File: src/rtl/robot_pkg.sv
// Shared move codes, opcode/heading/state types and field size for the robot command sequencer.
package robot_pkg;

  localparam logic [2:0] MOVE_STAY  = 3'b000;
  localparam logic [2:0] MOVE_FWD   = 3'b111;
  localparam logic [2:0] MOVE_BWD   = 3'b011;
  localparam logic [2:0] MOVE_LEFT  = 3'b101;
  localparam logic [2:0] MOVE_RIGHT = 3'b110;

  localparam int FIELD_SIZE = 7;

  typedef enum logic [1:0] {
    OP_FWD   = 2'b00,
    OP_BWD   = 2'b01,
    OP_LEFT  = 2'b10,
    OP_RIGHT = 2'b11
  } opcode_e;

  typedef enum logic [1:0] {
    HD_W = 2'b00,
    HD_N = 2'b01,
    HD_E = 2'b10,
    HD_S = 2'b11
  } heading_e;

  typedef enum logic [1:0] {
    ST_IDLE  = 2'b00,
    ST_ISSUE = 2'b01,
    ST_GAP   = 2'b10
  } state_e;

  function automatic logic [2:0] move_code(input opcode_e op);
    case (op)
      OP_FWD:  move_code = MOVE_FWD;
      OP_BWD:  move_code = MOVE_BWD;
      OP_LEFT: move_code = MOVE_LEFT;
      default: move_code = MOVE_RIGHT;
    endcase
  endfunction

endpackage

File: src/rtl/robot_cmd_sequencer_if.sv
// Valid/ready command channel between a command producer and the sequencer.
interface robot_cmd_sequencer_if;
  import robot_pkg::*;

  logic    cmd_valid;
  opcode_e cmd;
  logic    cmd_ready;

  modport master (output cmd_valid, output cmd, input cmd_ready);
  modport slave  (input cmd_valid, input cmd, output cmd_ready);

endinterface

File: src/rtl/robot_cmd_fifo.sv
// Small first-word-fall-through command FIFO; head is visible combinationally for evaluation.
module robot_cmd_fifo #(
  parameter int unsigned DEPTH = 4
) (
  input  logic       clk_i,
  input  logic       rstn_i,
  input  logic       push_i,
  input  logic [1:0] din_i,
  input  logic       pop_i,
  output logic [1:0] dout_o,
  output logic       full_o,
  output logic       empty_o
);

  localparam int unsigned AW = $clog2(DEPTH);

  logic [1:0]  r_mem [DEPTH];
  logic [AW:0] r_wr_ptr;
  logic [AW:0] r_rd_ptr;
  logic        w_wr_en;
  logic        w_rd_en;

  assign w_wr_en = push_i && !full_o;
  assign w_rd_en = pop_i && !empty_o;

  always_ff @(posedge clk_i) begin
    if (w_wr_en) r_mem[r_wr_ptr[AW-1:0]] <= din_i;
  end

  // Extra pointer MSB distinguishes full from empty when the indices match.
  always_ff @(posedge clk_i or negedge rstn_i) begin
    if (!rstn_i) begin
      r_wr_ptr <= '0;
      r_rd_ptr <= '0;
    end else begin
      if (w_wr_en) r_wr_ptr <= r_wr_ptr + (AW+1)'(1);
      if (w_rd_en) r_rd_ptr <= r_rd_ptr + (AW+1)'(1);
    end
  end

  assign empty_o = (r_wr_ptr == r_rd_ptr);
  assign full_o  = (r_wr_ptr[AW] != r_rd_ptr[AW]) &&
                   (r_wr_ptr[AW-1:0] == r_rd_ptr[AW-1:0]);
  assign dout_o  = r_mem[r_rd_ptr[AW-1:0]];

endmodule

File: src/rtl/robot_cmd_sequencer.sv
// Buffers motion commands, validates them against the 7x7 field and obstacles,
// and issues each legal one as a single-cycle move code followed by a STAY gap.
module robot_cmd_sequencer
  import robot_pkg::*;
#(
  parameter int unsigned DEPTH = 4,
  parameter logic [2:0]  X0    = 3'd5,
  parameter logic [2:0]  Y0    = 3'd1,
  parameter logic [1:0]  H0    = 2'b01
) (
  input  logic                        clk_i,
  input  logic                        rstn_i,
  input  logic                        enable_i,
  robot_cmd_sequencer_if.slave        cmd_if,
  input  logic                        clr_err_i,
  input  logic                        motor_status_i,
  input  logic                        tracker_status_i,
  output logic                        motor_on_o,
  output logic [2:0]                  move_o,
  output logic [2:0]                  pos_x_o,
  output logic [2:0]                  pos_y_o,
  output logic [1:0]                  heading_o,
  output logic                        busy_o,
  output logic                        err_o,
  output logic [7:0]                  reject_cnt_o
);

  state_e     r_state;
  state_e     w_state_next;
  logic [2:0] r_move_code;
  logic [2:0] r_pos_x;
  logic [2:0] r_pos_y;
  heading_e   r_heading;
  logic       r_motor_on;
  logic       r_err;
  logic [7:0] r_reject_cnt;

  logic [1:0] w_head;
  logic       w_full;
  logic       w_empty;
  opcode_e    w_op;
  logic [3:0] w_dx;
  logic [3:0] w_dy;
  logic [3:0] w_tx;
  logic [3:0] w_ty;
  logic       w_in_field;
  logic       w_legal;
  logic       w_pop;
  logic       w_accept;
  logic       w_reject;

  robot_cmd_fifo #(.DEPTH(DEPTH)) u_fifo (
    .clk_i   (clk_i),
    .rstn_i  (rstn_i),
    .push_i  (cmd_if.cmd_valid),
    .din_i   (cmd_if.cmd),
    .pop_i   (w_pop),
    .dout_o  (w_head),
    .full_o  (w_full),
    .empty_o (w_empty)
  );

  assign cmd_if.cmd_ready = !w_full;
  assign w_op = opcode_e'(w_head);

  // Unit step along the heading in 4-bit two's complement; a -1 from 0 wraps to 15 and fails the range test.
  always_comb begin
    w_dx = 4'd0;
    w_dy = 4'd0;
    case (r_heading)
      HD_W:    w_dx = 4'hF;
      HD_N:    w_dy = 4'd1;
      HD_E:    w_dx = 4'd1;
      default: w_dy = 4'hF;
    endcase
    if (w_op == OP_BWD) begin
      w_dx = 4'd0 - w_dx;
      w_dy = 4'd0 - w_dy;
    end
  end

  assign w_tx       = {1'b0, r_pos_x} + w_dx;
  assign w_ty       = {1'b0, r_pos_y} + w_dy;
  assign w_in_field = (w_tx < 4'(FIELD_SIZE)) && (w_ty < 4'(FIELD_SIZE));
  assign w_legal    = (w_op == OP_LEFT) || (w_op == OP_RIGHT) ||
                      (w_in_field && !((w_op == OP_FWD) && tracker_status_i));

  assign w_pop    = (r_state == ST_IDLE) && !w_empty && motor_status_i;
  assign w_accept = w_pop && w_legal;
  assign w_reject = w_pop && !w_legal;

  always_ff @(posedge clk_i or negedge rstn_i) begin
    if (!rstn_i) r_state <= ST_IDLE;
    else         r_state <= w_state_next;
  end

  always_comb begin
    w_state_next = r_state;
    case (r_state)
      ST_IDLE:  if (w_accept) w_state_next = ST_ISSUE;
      ST_ISSUE: w_state_next = ST_GAP;
      default:  w_state_next = ST_IDLE;
    endcase
  end

  always_comb begin
    move_o = MOVE_STAY;
    if (r_state == ST_ISSUE) move_o = r_move_code;
    busy_o = (r_state != ST_IDLE) || !w_empty;
  end

  always_ff @(posedge clk_i or negedge rstn_i) begin
    if (!rstn_i) begin
      r_move_code  <= MOVE_STAY;
      r_pos_x      <= X0;
      r_pos_y      <= Y0;
      r_heading    <= heading_e'(H0);
      r_motor_on   <= 1'b0;
      r_err        <= 1'b0;
      r_reject_cnt <= 8'd0;
    end else begin
      r_motor_on <= enable_i;
      if (w_accept) begin
        r_move_code <= move_code(w_op);
        case (w_op)
          OP_LEFT:  r_heading <= heading_e'(r_heading - 2'd1);
          OP_RIGHT: r_heading <= heading_e'(r_heading + 2'd1);
          default: begin
            r_pos_x <= w_tx[2:0];
            r_pos_y <= w_ty[2:0];
          end
        endcase
      end
      // Clear wins over a rejection landing in the same cycle.
      if (clr_err_i)     r_err <= 1'b0;
      else if (w_reject) r_err <= 1'b1;
      if (w_reject && (r_reject_cnt != 8'hFF)) r_reject_cnt <= r_reject_cnt + 8'd1;
    end
  end

  assign motor_on_o   = r_motor_on;
  assign pos_x_o      = r_pos_x;
  assign pos_y_o      = r_pos_y;
  assign heading_o    = r_heading;
  assign err_o        = r_err;
  assign reject_cnt_o = r_reject_cnt;

endmodule

File: src/flat_wrapper.sv
// flat-port wrapper written by rule: the top's interface ports become plain ports
module robot_cmd_sequencer_flat import robot_pkg::*;
#(
  parameter int unsigned DEPTH = 4,
  parameter logic [2:0]  X0    = 3'd5,
  parameter logic [2:0]  Y0    = 3'd1,
  parameter logic [1:0]  H0    = 2'b01
)
  (clk_i, rstn_i, enable_i, clr_err_i, motor_status_i, tracker_status_i, motor_on_o, move_o, pos_x_o, pos_y_o, heading_o, busy_o, err_o, reject_cnt_o, cmd_if_cmd_valid, cmd_if_cmd, cmd_if_cmd_ready);
  robot_cmd_sequencer_if cmd_if_i ();
  input  logic clk_i;
  input  logic rstn_i;
  input  logic enable_i;
  input  logic clr_err_i;
  input  logic motor_status_i;
  input  logic tracker_status_i;
  output logic motor_on_o;
  output logic [2:0] move_o;
  output logic [2:0] pos_x_o;
  output logic [2:0] pos_y_o;
  output logic [1:0] heading_o;
  output logic busy_o;
  output logic err_o;
  output logic [7:0] reject_cnt_o;
  input wire logic [$bits(cmd_if_i.cmd_valid)-1:0] cmd_if_cmd_valid;
  input wire logic [$bits(cmd_if_i.cmd)-1:0] cmd_if_cmd;
  output wire logic [$bits(cmd_if_i.cmd_ready)-1:0] cmd_if_cmd_ready;
  assign cmd_if_i.cmd_valid = cmd_if_cmd_valid;
  assign cmd_if_i.cmd = cmd_if_cmd;
  assign cmd_if_cmd_ready = cmd_if_i.cmd_ready;
  robot_cmd_sequencer #(.DEPTH(DEPTH), .X0(X0), .Y0(Y0), .H0(H0)) u_core (.clk_i(clk_i), .rstn_i(rstn_i), .enable_i(enable_i), .cmd_if(cmd_if_i), .clr_err_i(clr_err_i), .motor_status_i(motor_status_i), .tracker_status_i(tracker_status_i), .motor_on_o(motor_on_o), .move_o(move_o), .pos_x_o(pos_x_o), .pos_y_o(pos_y_o), .heading_o(heading_o), .busy_o(busy_o), .err_o(err_o), .reject_cnt_o(reject_cnt_o));
endmodule
File: config.mk
export PLATFORM = sky130hd
export DESIGN_NAME = robot_cmd_sequencer_flat
export DESIGN_NICKNAME = d
export VERILOG_FILES = /design/src/rtl/robot_pkg.sv /design/src/rtl/robot_cmd_sequencer_if.sv /design/src/rtl/robot_cmd_fifo.sv /design/src/rtl/robot_cmd_sequencer.sv /design/src/flat_wrapper.sv
export SDC_FILE = /design/constraint.sdc
export NUM_CORES = 1
export LEC_CHECK = 0
export ABC_CLOCK_PERIOD_IN_PS = 4600
export CAP_MARGIN = 30
export CORE_MARGIN = 2
export CORE_UTILIZATION = 54
export DETAILED_ROUTE_END_ITERATION = 16
export GPL_ROUTABILITY_DRIVEN = 0
export HOLD_SLACK_MARGIN = 0.08
export PLACE_DENSITY = 0.8
export SYNTH_ARGS = -nofsm -noshare
export SYNTH_HDL_FRONTEND = slang
export SYNTH_SLANG_ARGS = --single-unit
File: constraint.sdc
create_clock -name clk_i -period 4.6 [get_ports clk_i]
set_clock_uncertainty 0.2 [all_clocks]
set_input_delay 0.92 -clock clk_i [delete_from_list [all_inputs] [get_ports clk_i]]
set_output_delay 0.92 -clock clk_i [all_outputs]
set_load 0.05 [all_outputs]
Word level (Yosys, flattened, before mapping)
Memory sizes are Yosys's and may differ from the RTL's.
Cells that the tools add are included.
{ "classes": {"n_addsub": 9, "n_lt_le_gt_ge": 2, "eq_ne": 11, "n_mux": 13, "bitwise": 1, "n_reduce_logical": 28} }
{ "op_table": {"columns": ["cell", "count"], "rows": [
  ["one-hot mux 4 bit (2 select lines)", 2],
  ["logical AND 1 bit", 11],
  ["one-hot mux 3 bit (3 select lines)", 1],
  ["adder 3 x 4 -> 4 bit", 2],
  ["adder 8 x 1 -> 8 bit, second input constant", 1],
  ["less-than comparator 4 x 3 -> 1 bit, second input constant", 2],
  ["two-way mux 4 bit", 2],
  ["!= test 8 bit, second input constant", 1],
  ["one-hot mux 2 bit (2 select lines)", 2],
  ["subtractor 1 x 4 -> 4 bit, first input constant", 2],
  ["adder 3 x 1 -> 3 bit, second input constant", 2],
  ["== test 2 x 1 -> 1 bit, second input constant", 3],
  ["== test 2 bit, second input constant", 3],
  ["logical NOT 2 bit", 3],
  ["nonzero test 2 bit", 3],
  ["logical NOT 1 bit", 4],
  ["two-way mux 1 bit", 4],
  ["AND reduction 2 bit", 2],
  ["OR reduction 2 bit", 2],
  ["== test 3 bit", 1],
  ["logical OR 1 bit", 3],
  ["two-way mux 3 bit", 1],
  ["adder 2 x 1 -> 2 bit, second input constant", 1],
  ["== test 2 bit", 1],
  ["other kinds (5)", 5]
]} }
{ "word_totals": {"regBits": 29, "ram_bits": 8, "inputBits": 9, "output_inout_bits": 23, "elab_cells": 75, "n_memories": 1} }
{ "mem_list": {"columns": ["memory", "depth", "width", "rd", "rd_ports_with_merged_regs", "write_ports", "line", "source"], "rows": [
  ["u_core.u_fifo.r_mem", 4, 2, 1, 0, 1, "robot_cmd_fifo.sv:17", "logic [1:0] r_mem [DEPTH];"]
]} }

Depth between registers and ports, before layout
{ "logic_depth": {"word_depth": 14, "depth_mapped": 12, "mapped_depth_nobuf": 12} }

Cells and area by module
Synthesis repeated with hierarchy kept, for this count alone.
{ "unflattened": {"cells_unflattened": 178, "area_unflattened_um2": 2132.0} }
{ "by_module_without_submodules": {"columns": ["mod", "instances", "cells_each", "area_each_um2", "seq_area_each_um2"], "rows": [
  ["robot_cmd_sequencer", 1, 121, 1387.6, 580.6],
  ["robot_cmd_fifo", 1, 57, 744.5, 390.4]
]} }

Worst setup path after synthesis
Ideal clock, no wire load.
{ "synth_timing": {"path_type": "register -> register", "start": "register u_core.u_fifo.r_rd_ptr[0]", "end": "register u_core.r_pos_y[2] (netlist: u_core.pos_y_o[2])", "setup_time_ns": 0.125, "t_arrival_ns": 3.496, "required_time_ns": 4.275, "slack_ns": 0.780, "path_stages_with_launch": 13, "n_path_buf": 1, "period_less_slack_ns": 3.820, "path_cell_list": "dfrtp_1 buf_6 mux4_2 nor2b_4 mux2i_2 inv_1 ha_1 xnor2_1 a32o_1 nor3b_1 mux2i_2 nor3_4 mux2_2"} }
{ "synth_via": {"elab_chain_len": 10, "word_cells_on_any_way": 25, "cone_classes": "add/sub: 2; order compare: 2; eq/ne: 4; mux: 2; bitwise: 1; reduce/logical: 13; memory: 1"} }
{ "synth_rtl": {"columns": ["item", "line", "source"], "rows": [
  ["start, declared", "robot_cmd_fifo.sv:19", "logic [AW:0] r_rd_ptr;"],
  ["start signal, assigned", "robot_cmd_fifo.sv:37", "if (w_rd_en) r_rd_ptr <= r_rd_ptr + (AW+1)'(1);"],
  ["memory read (4 x 2 bit)", null, null],
  ["== test 2 x 1 -> 1 bit", "robot_cmd_sequencer.sv:76", "if (w_op == OP_BWD) begin"],
  ["two-way mux 4 bit", "robot_cmd_sequencer.sv:76", null],
  ["adder 3 x 4 -> 4 bit, on equally long branches", "robot_cmd_sequencer.sv:82, robot_cmd_sequencer.sv:83", null],
  ["less-than comparator 4 x 3 -> 1 bit", "robot_cmd_sequencer.sv:84", "assign w_in_field = (w_tx < 4'(FIELD_SIZE)) && (w_ty < 4'(FIELD_SIZE));"],
  ["logical AND 1 bit", "robot_cmd_sequencer.sv:84", null],
  ["logical AND 1 bit", "robot_cmd_sequencer.sv:86", "(w_in_field && !((w_op == OP_FWD) && tracker_status_i));"],
  ["logical OR 1 bit", "robot_cmd_sequencer.sv:85", "assign w_legal = (w_op == OP_LEFT) || (w_op == OP_RIGHT) ||"],
  ["logical AND 1 bit", "robot_cmd_sequencer.sv:89", "assign w_accept = w_pop && w_legal;"],
  ["AND reduction 2 bit (no line)", null, null],
  ["end signal, assigned", "robot_cmd_sequencer.sv:130", "r_pos_y <= w_ty[2:0];"],
  ["end, declared", "robot_cmd_sequencer.sv:32", "logic [2:0] r_pos_y;"]
]} }
Parallel ways exist; a longest one is shown, timed or not.
A chain may end at the register's enable or synchronous reset.

Worst setup path in the final report
Ends and elaborated chain as after synthesis.

==> reports/qor.txt <==
Vias in the first global route - 1499
Netlist area before placement - 2097 µm²
Share of cells above drive strength 1 - 16.98%
CTS root buf - clkbuf_8
Warnings from Yosys - 0
Avg WL per Cell - 14.86 µm
Syn Nets - 202
Kind of critical path - reg2reg
Cells on worst reg2reg path - 11
Clock Latency Late Sink - 290 ps
Post-synthesis sequential area ratio - 46.30%
Final Routed Wirelength - 3.864 mm
Initial drt markers - 52
Setup slack, reg-to-reg - 380 ps
Post_cts resized - 0
Crit path launch type - register
Status - finished, final reports clean
First-pass GRT wire length - 6.582 mm
Die W - 66.32 µm
Number of remaining DRC errors - 0
I/O Buffers - 31
DP Wirelength - 2.929 mm
Die area - 4398 µm²
Netlist cell types - 42
Post-DRT Antenna Nets - 0
Post-synth EDFFs - 8
Initial Util - 56.85%
Rows - 22
Post-synthesis compound-gate area fraction - 7.160%
Synth Area in Adders - 12.65%
Inserted Clock Buffers - 5
Ant. Diodes - 0
Worst-path clk slew - 80 ps
Setup TNS - 0 ps
Min-delay worst type - reg2reg
Yosys reg bits - 37
TritonCTS clock tree - done
Pin count of the biggest net entering global routing - 30
Initial antenna violation count - 0
Crit path max fanout - 9
GRT Util Overall - 19.99%
Worst Setup SP - u_core.u_fifo.r_rd_ptr[0]$_DFFE_PN0P_
Crit path required time - 4580 ps
Vias/cell - 5.377
Asr flop ratio synth - 78.38%
Synth cell count leaders - dfrtp_1 (25), ha_1 (18), xnor2_1 (14)
Final Hold Vio Count - 0
Longest Clk Path Bufs - 2
Syn avg cell area - 12.12 µm²
Reg2reg start - u_core.u_fifo.r_rd_ptr[0]$_DFFE_PN0P_
Final Critical Period - 4219 ps
Synth Area in XOR/XNOR - 7.876%
CTS Hold Bufs - 0
Main combinational cell family by area after synthesis - simple AND/OR/NAND/NOR gates
Max H-tree Level - 2
Most common cell in the netlist - dfrtp_1
CP endpoint kind - register
Hold_sp - u_core.u_fifo.r_wr_ptr[2]$_DFFE_PN0P_
Worst-Margin Slew - 549.5 ps
Critical Path AT - 4190 ps
Synthesis-to-layout area growth - 21.60%
Post-CTS Repair Setup Buffers - 0
# nets final - 240
Synthesized instance count - 173
Relative slew margins - 62.64%
Die Y - 66.32 µm
Share of the synthesized area in the top cell type - 29.83%
Peak Freq - 237.0 MHz
Slew Limit Fails - 0
Largest area contributor in the netlist - dfrtp_1
DR vias - 1398
RSZ-0062 raised after global routing - false
Max cap viols - 0
CTS Sinks - 37
Grt ovf - 0
Initial DRT Pass Iterations - 4
Worst hold path depth - 1
I/O Pins - 32
CORE AREA - 3689 µm²
Final setup viols - 0
Area contributors post-synth - dfrtp_1 (30%), edfxtp_1 (11%), ha_1 (11%), xnor2_1 (5.8%), dfstp_2 (5.0%)
Primary FF master, synth - dfrtp_1
Mux cell area share after synthesis - 10.32%
Synth Area in Simple Gates - 12.83%
Tcrit/Tclk final - 91.71%
## flip-flops by register name, indices dropped and copies added (netlist names)
signal and flops:
u_core.pos_y_o 3, u_core.r_move_code 3, u_core.heading_o 2, u_core.u_fifo.r_wr_ptr 3, u_core.err_o 1, u_core.u_fifo.r_rd_ptr 3
u_core.reject_cnt_o 8, u_core.r_state 2, u_core.motor_on_o 1, u_core.u_fifo.r_mem 8, u_core.pos_x_o 3
## worst max-delay path: stages (launching register included)
cell	delay, ps
dfrtp_1	480
mux4_2	660
nor2b_4	220
mux2i_2	390
inv_1	140
ha_1	340
xnor2_1	160
a32o_1	280
nor3b_1	280
mux2i_2	230
nor3_4	340
mux2_2	380
## logic make-up after synthesis
group           after synthesis
buf+inv                      14
simple gates                 44
fa+ha+maj                    20
compound gates               24
xor+xnor                     18
mux                          16
flops                        37
## routing by layer
layer / vias to the layer above / track usage (%) / part of all wire [%]
li1: 678 / - / -
met1: 694 / 24.80 / 44
met2: 20 / 34.63 / 52
met3: 6 / 3.748 / 3.0
met4: 0 / 7.143 / 1.1
met5: - / 0 / 0
## stage by stage
stage	cell area (µm²)	util (%)	worst slack, ps	hold WS, ps	instances
after global placement	2467	66.89	607.8	276.9	252
after global routing	2550	69.13	179.3	315.0	260
after CTS	2550	69.13	387.9	288.9	260
after floorplan	2097	-	779.6	240.3	173
final	2550	69.13	381.3	289.2	260
after detailed placement	2467	66.89	405.0	276.2	252
## path summary, 6_finish.rpt
check / to
min reg2reg: u_core.u_fifo.r_wr_ptr[2]$_DFFE_PN0P_
max reg2reg: u_core.pos_y_o[2]$_DFFE_PN0P_
max in group asynchronous: u_core.pos_y_o[0]$_DFFE_PN1P_
min in group asynchronous: u_core.pos_x_o[1]$_DFFE_PN0P_
max: u_core.pos_y_o[2]$_DFFE_PN0P_
min: u_core.u_fifo.r_wr_ptr[2]$_DFFE_PN0P_
## area by class of cell
| cell class | instances | area (µm²) |
|---|---|---|
| Timing Repair Buffer | 33 | 325.3 |
| Clock buffer | 6 | 72.57 |
| Sequential cell | 37 | 970.9 |
| Multi-Input combinational cell | 122 | 1066 |
| Tap cell | 48 | 60.06 |
| Clock inverter | 2 | 10.01 |
| Fill cell | 287 | 1139 |
| Inverter | 12 | 45.04 |
## cells in the final DEF (no fill, tap or decap), types with 3 or more instances in the layout
cell / count
clkdlybuf4s50_1: 31
inv_1: 12
mux2_2: 9
dfrtp_1: 25
xor2_1: 3
and3_1: 8
ha_1: 18
nand2_1: 7
o211ai_1: 4
edfxtp_1: 8
and2_1: 4
nor2_1: 5
clkbuf_8: 5
o21ai_0: 4
a21oi_1: 8
dfstp_2: 4
xnor2_1: 14
nor2b_1: 4
Power is not shown: default switching activity piles up to over one toggle a cycle in this logic, so the estimate is an artifact.
